### src/rtl/db9md_pkg.sv
//------------------------------------------------------------------------------
// db9md_pkg : shared types and bit-index constants for the DB9 Mega Drive scanner
// Revision  : 1.0
//------------------------------------------------------------------------------
`default_nettype none

package db9md_pkg;

  typedef enum logic [1:0] {
    P1_SCAN = 2'd0,
    P1_IDLE = 2'd1,
    P2_SCAN = 2'd2,
    P2_IDLE = 2'd3
  } scan_state_e;

  // Output word bit positions
  localparam int C_BIT_R     = 0;
  localparam int C_BIT_L     = 1;
  localparam int C_BIT_D     = 2;
  localparam int C_BIT_U     = 3;
  localparam int C_BIT_B     = 4;
  localparam int C_BIT_C     = 5;
  localparam int C_BIT_A     = 6;
  localparam int C_BIT_START = 7;
  localparam int C_BIT_MODE  = 8;
  localparam int C_BIT_X     = 9;
  localparam int C_BIT_Y     = 10;
  localparam int C_BIT_Z     = 11;

  // joy_in line positions
  localparam int C_JOY_UP    = 0;
  localparam int C_JOY_DOWN  = 1;
  localparam int C_JOY_LEFT  = 2;
  localparam int C_JOY_RIGHT = 3;
  localparam int C_JOY_BA    = 4;
  localparam int C_JOY_CS    = 5;

endpackage

`default_nettype wire

### src/rtl/db9md_tick.sv
//------------------------------------------------------------------------------
// db9md_tick : free-running divider producing a one-cycle tick every CLK_DIV clocks
// Revision   : 1.0
//------------------------------------------------------------------------------
`default_nettype none

module db9md_tick #(
  parameter int CLK_DIV = 400
) (
  input  logic clk_sys,
  input  logic reset_n,
  output logic o_tick
);

  logic [15:0] r_cnt;

  assign o_tick = (r_cnt == 16'(CLK_DIV - 1));

  always_ff @(posedge clk_sys or negedge reset_n) begin
    if (!reset_n) begin
      r_cnt <= '0;
    end else if (o_tick) begin
      r_cnt <= '0;
    end else begin
      r_cnt <= r_cnt + 16'd1;
    end
  end

endmodule

`default_nettype wire

### src/rtl/db9md_pad_scanner.sv
//------------------------------------------------------------------------------
// db9md_pad_scanner : scans two Mega Drive / Atari pads through a DB9 splitter
// Revision          : 1.0
//------------------------------------------------------------------------------
`default_nettype none

module db9md_pad_scanner
  import db9md_pkg::*;
#(
  parameter int CLK_DIV    = 400,
  parameter int IDLE_STEPS = 160
) (
  input  logic        clk_sys,
  input  logic        reset_n,
  input  logic [5:0]  joy_in,
  output logic        joy_mdsel,
  output logic        joy_split,
  output logic [15:0] joystick1,
  output logic [15:0] joystick2,
  output logic [1:0]  pad_present,
  output logic [1:0]  six_btn
);

  logic        w_tick;
  logic [5:0]  r_sync1;
  logic [5:0]  r_sync2;
  logic [5:0]  w_data;
  scan_state_e r_state;
  scan_state_e w_state_nxt;
  logic [7:0]  r_step;
  logic [7:0]  w_step_nxt;
  logic        w_scan;
  logic        w_pad2;
  logic        w_sample;
  logic        w_commit;
  logic [11:0] r_shadow;
  logic        r_sh_present;
  logic        r_sh_six;
  logic [11:0] w_word;
  logic [15:0] r_joy1;
  logic [15:0] r_joy2;
  logic [1:0]  r_present;
  logic [1:0]  r_six;

  db9md_tick #(.CLK_DIV(CLK_DIV)) u_tick (
    .clk_sys (clk_sys),
    .reset_n (reset_n),
    .o_tick  (w_tick)
  );

  always_ff @(posedge clk_sys or negedge reset_n) begin
    if (!reset_n) begin
      r_sync1 <= '0;
      r_sync2 <= '0;
    end else begin
      r_sync1 <= joy_in;
      r_sync2 <= r_sync1;
    end
  end

  // Lines are active-low; w_data is 1 for a pressed / pulled-low line
  assign w_data = ~r_sync2;

  assign w_scan    = (r_state == P1_SCAN) || (r_state == P2_SCAN);
  assign w_pad2    = (r_state == P2_SCAN) || (r_state == P2_IDLE);
  assign w_sample  = w_tick && w_scan;
  assign w_commit  = w_sample && (r_step == 8'd7);
  assign joy_mdsel = w_scan ? ~r_step[0] : 1'b1;
  assign joy_split = w_pad2;

  always_ff @(posedge clk_sys or negedge reset_n) begin
    if (!reset_n) begin
      r_state <= P1_SCAN;
      r_step  <= '0;
    end else begin
      r_state <= w_state_nxt;
      r_step  <= w_step_nxt;
    end
  end

  always_comb begin
    w_state_nxt = r_state;
    w_step_nxt  = r_step;
    if (w_tick) begin
      if (w_scan ? (r_step == 8'd7) : (r_step == 8'(IDLE_STEPS - 1))) begin
        w_step_nxt = '0;
        case (r_state)
          P1_SCAN: w_state_nxt = P1_IDLE;
          P1_IDLE: w_state_nxt = P2_SCAN;
          P2_SCAN: w_state_nxt = P2_IDLE;
          default: w_state_nxt = P1_SCAN;
        endcase
      end else begin
        w_step_nxt = r_step + 8'd1;
      end
    end
  end

  always_ff @(posedge clk_sys or negedge reset_n) begin
    if (!reset_n) begin
      r_shadow     <= '0;
      r_sh_present <= 1'b0;
      r_sh_six     <= 1'b0;
    end else if (w_sample) begin
      case (r_step)
        8'd0: begin
          r_shadow                   <= '0;
          r_shadow[C_BIT_R]          <= w_data[C_JOY_RIGHT];
          r_shadow[C_BIT_L]          <= w_data[C_JOY_LEFT];
          r_shadow[C_BIT_D]          <= w_data[C_JOY_DOWN];
          r_shadow[C_BIT_U]          <= w_data[C_JOY_UP];
          r_shadow[C_BIT_B]          <= w_data[C_JOY_BA];
          r_shadow[C_BIT_C]          <= w_data[C_JOY_CS];
          r_sh_present               <= 1'b0;
          r_sh_six                   <= 1'b0;
        end
        8'd1: begin
          r_shadow[C_BIT_A]          <= w_data[C_JOY_BA];
          r_shadow[C_BIT_START]      <= w_data[C_JOY_CS];
          r_sh_present               <= w_data[C_JOY_LEFT] & w_data[C_JOY_RIGHT];
        end
        8'd5: r_sh_six <= &w_data[C_JOY_RIGHT:C_JOY_UP];
        8'd6: begin
          if (r_sh_six) begin
            r_shadow[C_BIT_Z]        <= w_data[C_JOY_UP];
            r_shadow[C_BIT_Y]        <= w_data[C_JOY_DOWN];
            r_shadow[C_BIT_X]        <= w_data[C_JOY_LEFT];
            r_shadow[C_BIT_MODE]     <= w_data[C_JOY_RIGHT];
          end
        end
        default: ;
      endcase
    end
  end

  // A non-MD device only reports directions and B/C
  always_comb begin
    w_word = r_shadow;
    if (!r_sh_six) begin
      w_word[C_BIT_Z:C_BIT_MODE] = '0;
    end
    if (!r_sh_present) begin
      w_word[C_BIT_Z:C_BIT_A] = '0;
    end
  end

  always_ff @(posedge clk_sys or negedge reset_n) begin
    if (!reset_n) begin
      r_joy1    <= '0;
      r_joy2    <= '0;
      r_present <= '0;
      r_six     <= '0;
    end else if (w_commit) begin
      if (w_pad2) begin
        r_joy2       <= {4'b0000, w_word};
        r_present[1] <= r_sh_present;
        r_six[1]     <= r_sh_six & r_sh_present;
      end else begin
        r_joy1       <= {4'b0000, w_word};
        r_present[0] <= r_sh_present;
        r_six[0]     <= r_sh_six & r_sh_present;
      end
    end
  end

  assign joystick1   = r_joy1;
  assign joystick2   = r_joy2;
  assign pad_present = r_present;
  assign six_btn     = r_six;

endmodule

`default_nettype wire
### config.mk
export PLATFORM = sky130hd
export DESIGN_NAME = db9md_pad_scanner
export DESIGN_NICKNAME = d
export VERILOG_FILES = /design/src/rtl/db9md_pkg.sv /design/src/rtl/db9md_tick.sv /design/src/rtl/db9md_pad_scanner.sv
export SDC_FILE = /design/constraint.sdc
export NUM_CORES = 1
export LEC_CHECK = 0
export ABC_AREA = 1
export CORE_AREA = 4 4 98 100
export CTS_BUF_LIST = sky130_fd_sc_hd__clkbuf_4 sky130_fd_sc_hd__clkbuf_8
export DETAILED_ROUTE_END_ITERATION = 8
export DIE_AREA = 0 0 102 104
export PLACE_DENSITY = 0.68
export SLEW_MARGIN = 10
export SYNTH_ARGS = -nofsm -noshare
export SYNTH_HDL_FRONTEND = slang
export SYNTH_SLANG_ARGS = --single-unit
### constraint.sdc
create_clock -name clk_sys -period 1.8 [get_ports clk_sys]
set_input_delay 0.54 -clock clk_sys [delete_from_list [all_inputs] [get_ports clk_sys]]
set_output_delay 0.54 -clock clk_sys [all_outputs]
set_load 0.005 [all_outputs]
==> reports/qor.csv <==
stage;metric;value;unit
place;dpl_cell_area;4340;µm²
drt;ant_nets;0;
sta;setup_viol;2;
power_and_ir_drop;p_leak;0.00256;µW
power_and_ir_drop;powerDensity;670;nW/µm²
sta;final-hold-violation-count;0;
place;pre_cts_slack;-0.115;ns
global_routing;grt_start_max_net_pins;42;
yosys;synth_cells;451;
yosys;synthDistinctLibCells;26;
setup_path;cp-endpoint;joy_split;
die;die_x;102;µm
yosys;avgSynthCellArea;8.59;µm²
clock_tree;cts.clk_slew.worst_paths;0.08;ns
min_path;hp-class;in -> async;
final_layout;drive_gt1_share;16.2;%
yosys;synth_async_sr_flop_share;100;%
yosys;synth.area.top_cells;dfrtp_1 52%, nand2_1 14%, nand4_1 5.2%, inv_1 4.5%, nor2_1 4.1%;
power_and_ir_drop;irDropWorstVdd;0.548;mV
clock_tree;ctsHoldBuffers;0;
setup_path;worstSetupPathDepth;5;
setup_path;critPathLaunch;r_state[1]$_DFFE_PN0P_;
yosys;synth.top_cell.area_share;51.7;%
setup_path;path_buf_inv;3;
setup_path;rr_endpoint;joystick1[7]$_DFFE_PN0P_;
setup_path;crit_arrival;1.35;ns
yosys;ys_warn_count;0;
sta;fmax;0.528;GHz
sta;rsz0062_at_grt;yes;
die;io_pins;46;
setup_path;cp.required;1.26;ns
setup_path;cp_cell_sequence;ha_4 -> buf_6 -> nor2_4 -> inv_2 -> buf_6;
drt;viasPerCell;4.91;
yosys;yosysTopAreaCell;dfrtp_1;
setup_path;worstPathMaxFanout;3;
die;initial_core_util;44.6;%
status;status;complete, but fails checks;
final_layout;syn_to_final_growth;25.5;%
drt;drcViolationCount;0;
place;place_hpwl;5.52;mm
setup_path;cp-start-kind;register;
drt;first_pass_iters;4;
setup_path;cpMostUsedCell;buf_6;
setup_path;r2r_setup_slack;0;ns
status;failed_checks;setup timing;
die;core_area;8680;µm²
global_routing;antenna_found_initial;0;
place;io_buffers;37;
setup_path;reg2regPathDepth;11;
yosys;synthFlopType;dfrtp_1;
clock_tree;clkSinkCount;80;
clock_tree;clock_latency;0.35;ns
sta;skew;0.0156;ns
drt;first_iter_violations;125;
clock_tree;cts_root_buf;clkbuf_8;
sta;timing.final.crit_share;105;%
setup_path;crit_type;reg -> out;
die;die_height;104;µm
final_layout;finalNetCount;531;
final_layout;insertedDiodeCount;0;
setup_path;critical-path-top-delay-family;flip-flops;
clock_tree;cts.path.max_buffers;2;
clock_tree;cts_buffers;9;
die;design.die.area;10600;µm²
yosys;yosysSeqAreaShare;51.7;%
yosys;yosys_register_bits;80;
setup_path;crit_path_end_kind;output pin;
run;maxCapViolations;0;
die;rows;34;
clock_tree;cts.htree.levels;3;
global_routing;grt_pass1_vias;2868;
setup_path;worst_path_max_delay_cell;dfrtp_2;
sta;fin_ws;-0.0923;ns
yosys;netlist_area;3870;µm²
final_layout;stdcell_area;4860;µm²
yosys;synth_edf_count;0;
drt;via_count;3086;
sta;period_minus_slack;1.89;ns
global_routing;grt_overflow;0;
drt;wl;8.27;mm
global_routing;grt_pass1_wl;13.1;mm
global_routing;grt_usage;15.0;%
sta;drv_slew;0;
setup_path;regToRegStartpoint;r_state[0]$_DFFE_PN0P_;
setup_path;slowest_delay;0.45;ns
place;gp_congestion;0.855;
drt;routedWlPerCell;13.2;µm
clock_tree;cts_tree;yes;
==> how the worst min path moves through the flow <==
stage	end	slack, ns	cells after the start
floorplan	joystick1[0]$_DFFE_PN0P_	0.24	0
global placement	r_sync2[1]$_DFF_PN0_	0.33	0
detailed placement	r_sync2[3]$_DFF_PN0_	0.34	0
CTS	r_sync1[1]$_DFF_PN0_	0.13	1
global route	r_step[2]$_DFFE_PN0N_	0.16	1
finish	r_step[4]$_DFFE_PN0N_	0.14	1
==> cells by family (layout without fill, tap and decap cells) <==
| group | count (synthesis) | count (layout) | share of synthesized area, % |
|---|---|---|---|
| adders and majority gates | 8 | 8 | 2.58 |
| buffers and inverters | 72 | 131 | 9.11 |
| xor gates and xnor gates | 14 | 14 | 3.17 |
| and+or+nand+nor | 261 | 264 | 31.4 |
| other | 1 | 8 | 0.0968 |
| AOI/OAI and AO/OA | 15 | 15 | 1.94 |
| DFF | 80 | 80 | 51.7 |
==> cell type report <==
type / count / area (µm²)
multi-input combinational: 309 / 1650
timing repair buffer: 65 / 669
inverter: 50 / 191
tap: 108 / 135
sequential: 80 / 2000
clock buffer: 11 / 145
clock inverter: 5 / 63.8
fill: 773 / 3820
==> layer usage <==
layer / GRT usage, % / up-vias / wire length (µm)
met3: 2.21 / 11 / 380
met5: 0 / - / 0
li1: - / 1546 / -
met2: 23.6 / 76 / 3900
met1: 20.8 / 1453 / 3830
met4: 6.00 / 0 / 155
==> worst register-to-register path, delay by kind of cell (launching register included) <==
kind | cells | cell delay, ns
AND/OR/NAND/NOR | 6 | 0.68
flip-flops | 1 | 0.41
buffers and inverters | 4 | 0.43
adder cells (fa/ha/maj) | 1 | 0.17
==> through the flow <==
stage	utilization, %	hold WS (ns)	setup TNS, ns	std cells	power (µW)
2_1_floorplan	-	0.244	0	458	1870
3_3_place_gp	50.1	0.332	-0.127	592	1920
3_5_place_dp	50.1	0.336	-1.22	592	1920
4_1_cts	53.3	0.135	-0.165	612	3290
5_1_grt	56.0	0.158	-0.984	628	3380
6_report	56.0	0.136	-0.176	628	3260
==> synthesized netlist by cell type, types with 4 or more instances <==
| library cell | count |
|---|---|
| dfrtp_1 | 80 |
| nand4_1 | 32 |
| nand3b_1 | 4 |
| o21ai_0 | 10 |
| inv_1 | 46 |
| inv_2 | 4 |
| ha_1 | 8 |
| nor2_1 | 42 |
| buf_4 | 11 |
| nand2_1 | 140 |
| nand3_1 | 24 |
| xor2_1 | 14 |
| buf_6 | 5 |
| a21oi_1 | 5 |
==> state kept, by name, summed over array words and instances, names as in the netlist, 2 cells and up <==
name          count
pad_present       2
r_shadow         12
r_sync1           6
r_step            8
r_sync2           6
r_state           2
u_tick.r_cnt     16
joystick2        12
joystick1        12
six_btn           2
==> report_power, final <==
part	switching, µW	internal [µW]	leakage (µW)	total [µW]
combinational	43.4	20.4	0.00139	63.9
clock	671	707	0.000104	1380
sequential	7.54	1810	0.00107	1820
==> what timing repair did <==
item,in CTS,in global routing
gates resized for setup,20,29
hold endpoints to repair,0,0
pin swaps,3,5
gates cloned,0,5
setup endpoints to repair,17,50
buffers inserted,5,11
==> placed cells by master, fill, tap and decap left out <==
cell type,netlist,routed
a21oi_1,5,5
and3_1,2,2
buf_12,0,2
buf_2,3,1
buf_4,11,18
buf_6,5,7
buf_8,0,2
bufinv_16,0,1
clkbuf_16,0,1
clkbuf_4,0,1
clkbuf_8,0,10
clkdlybuf4s50_1,0,28
clkinv_4,0,1
clkinvlp_4,0,2
conb_1,1,8
dfrtp_1,80,79
dfrtp_2,0,1
dlymetal6s2s_1,0,6
ha_1,8,4
ha_2,0,2
ha_4,0,2
inv_1,46,42
inv_2,4,7
inv_6,0,2
nand2_1,140,135
nand2_2,1,6
nand2_4,1,1
nand3_1,24,23
nand3_2,3,3
nand3_4,2,5
nand3b_1,4,4
nand4_1,32,32
nor2_1,42,41
nor2_2,3,3
nor2_4,3,5
nor2_8,1,1
nor3_1,3,3
o21ai_0,10,9
o21ai_1,0,1
xor2_1,14,14
(Power assumes the default switching activity.)
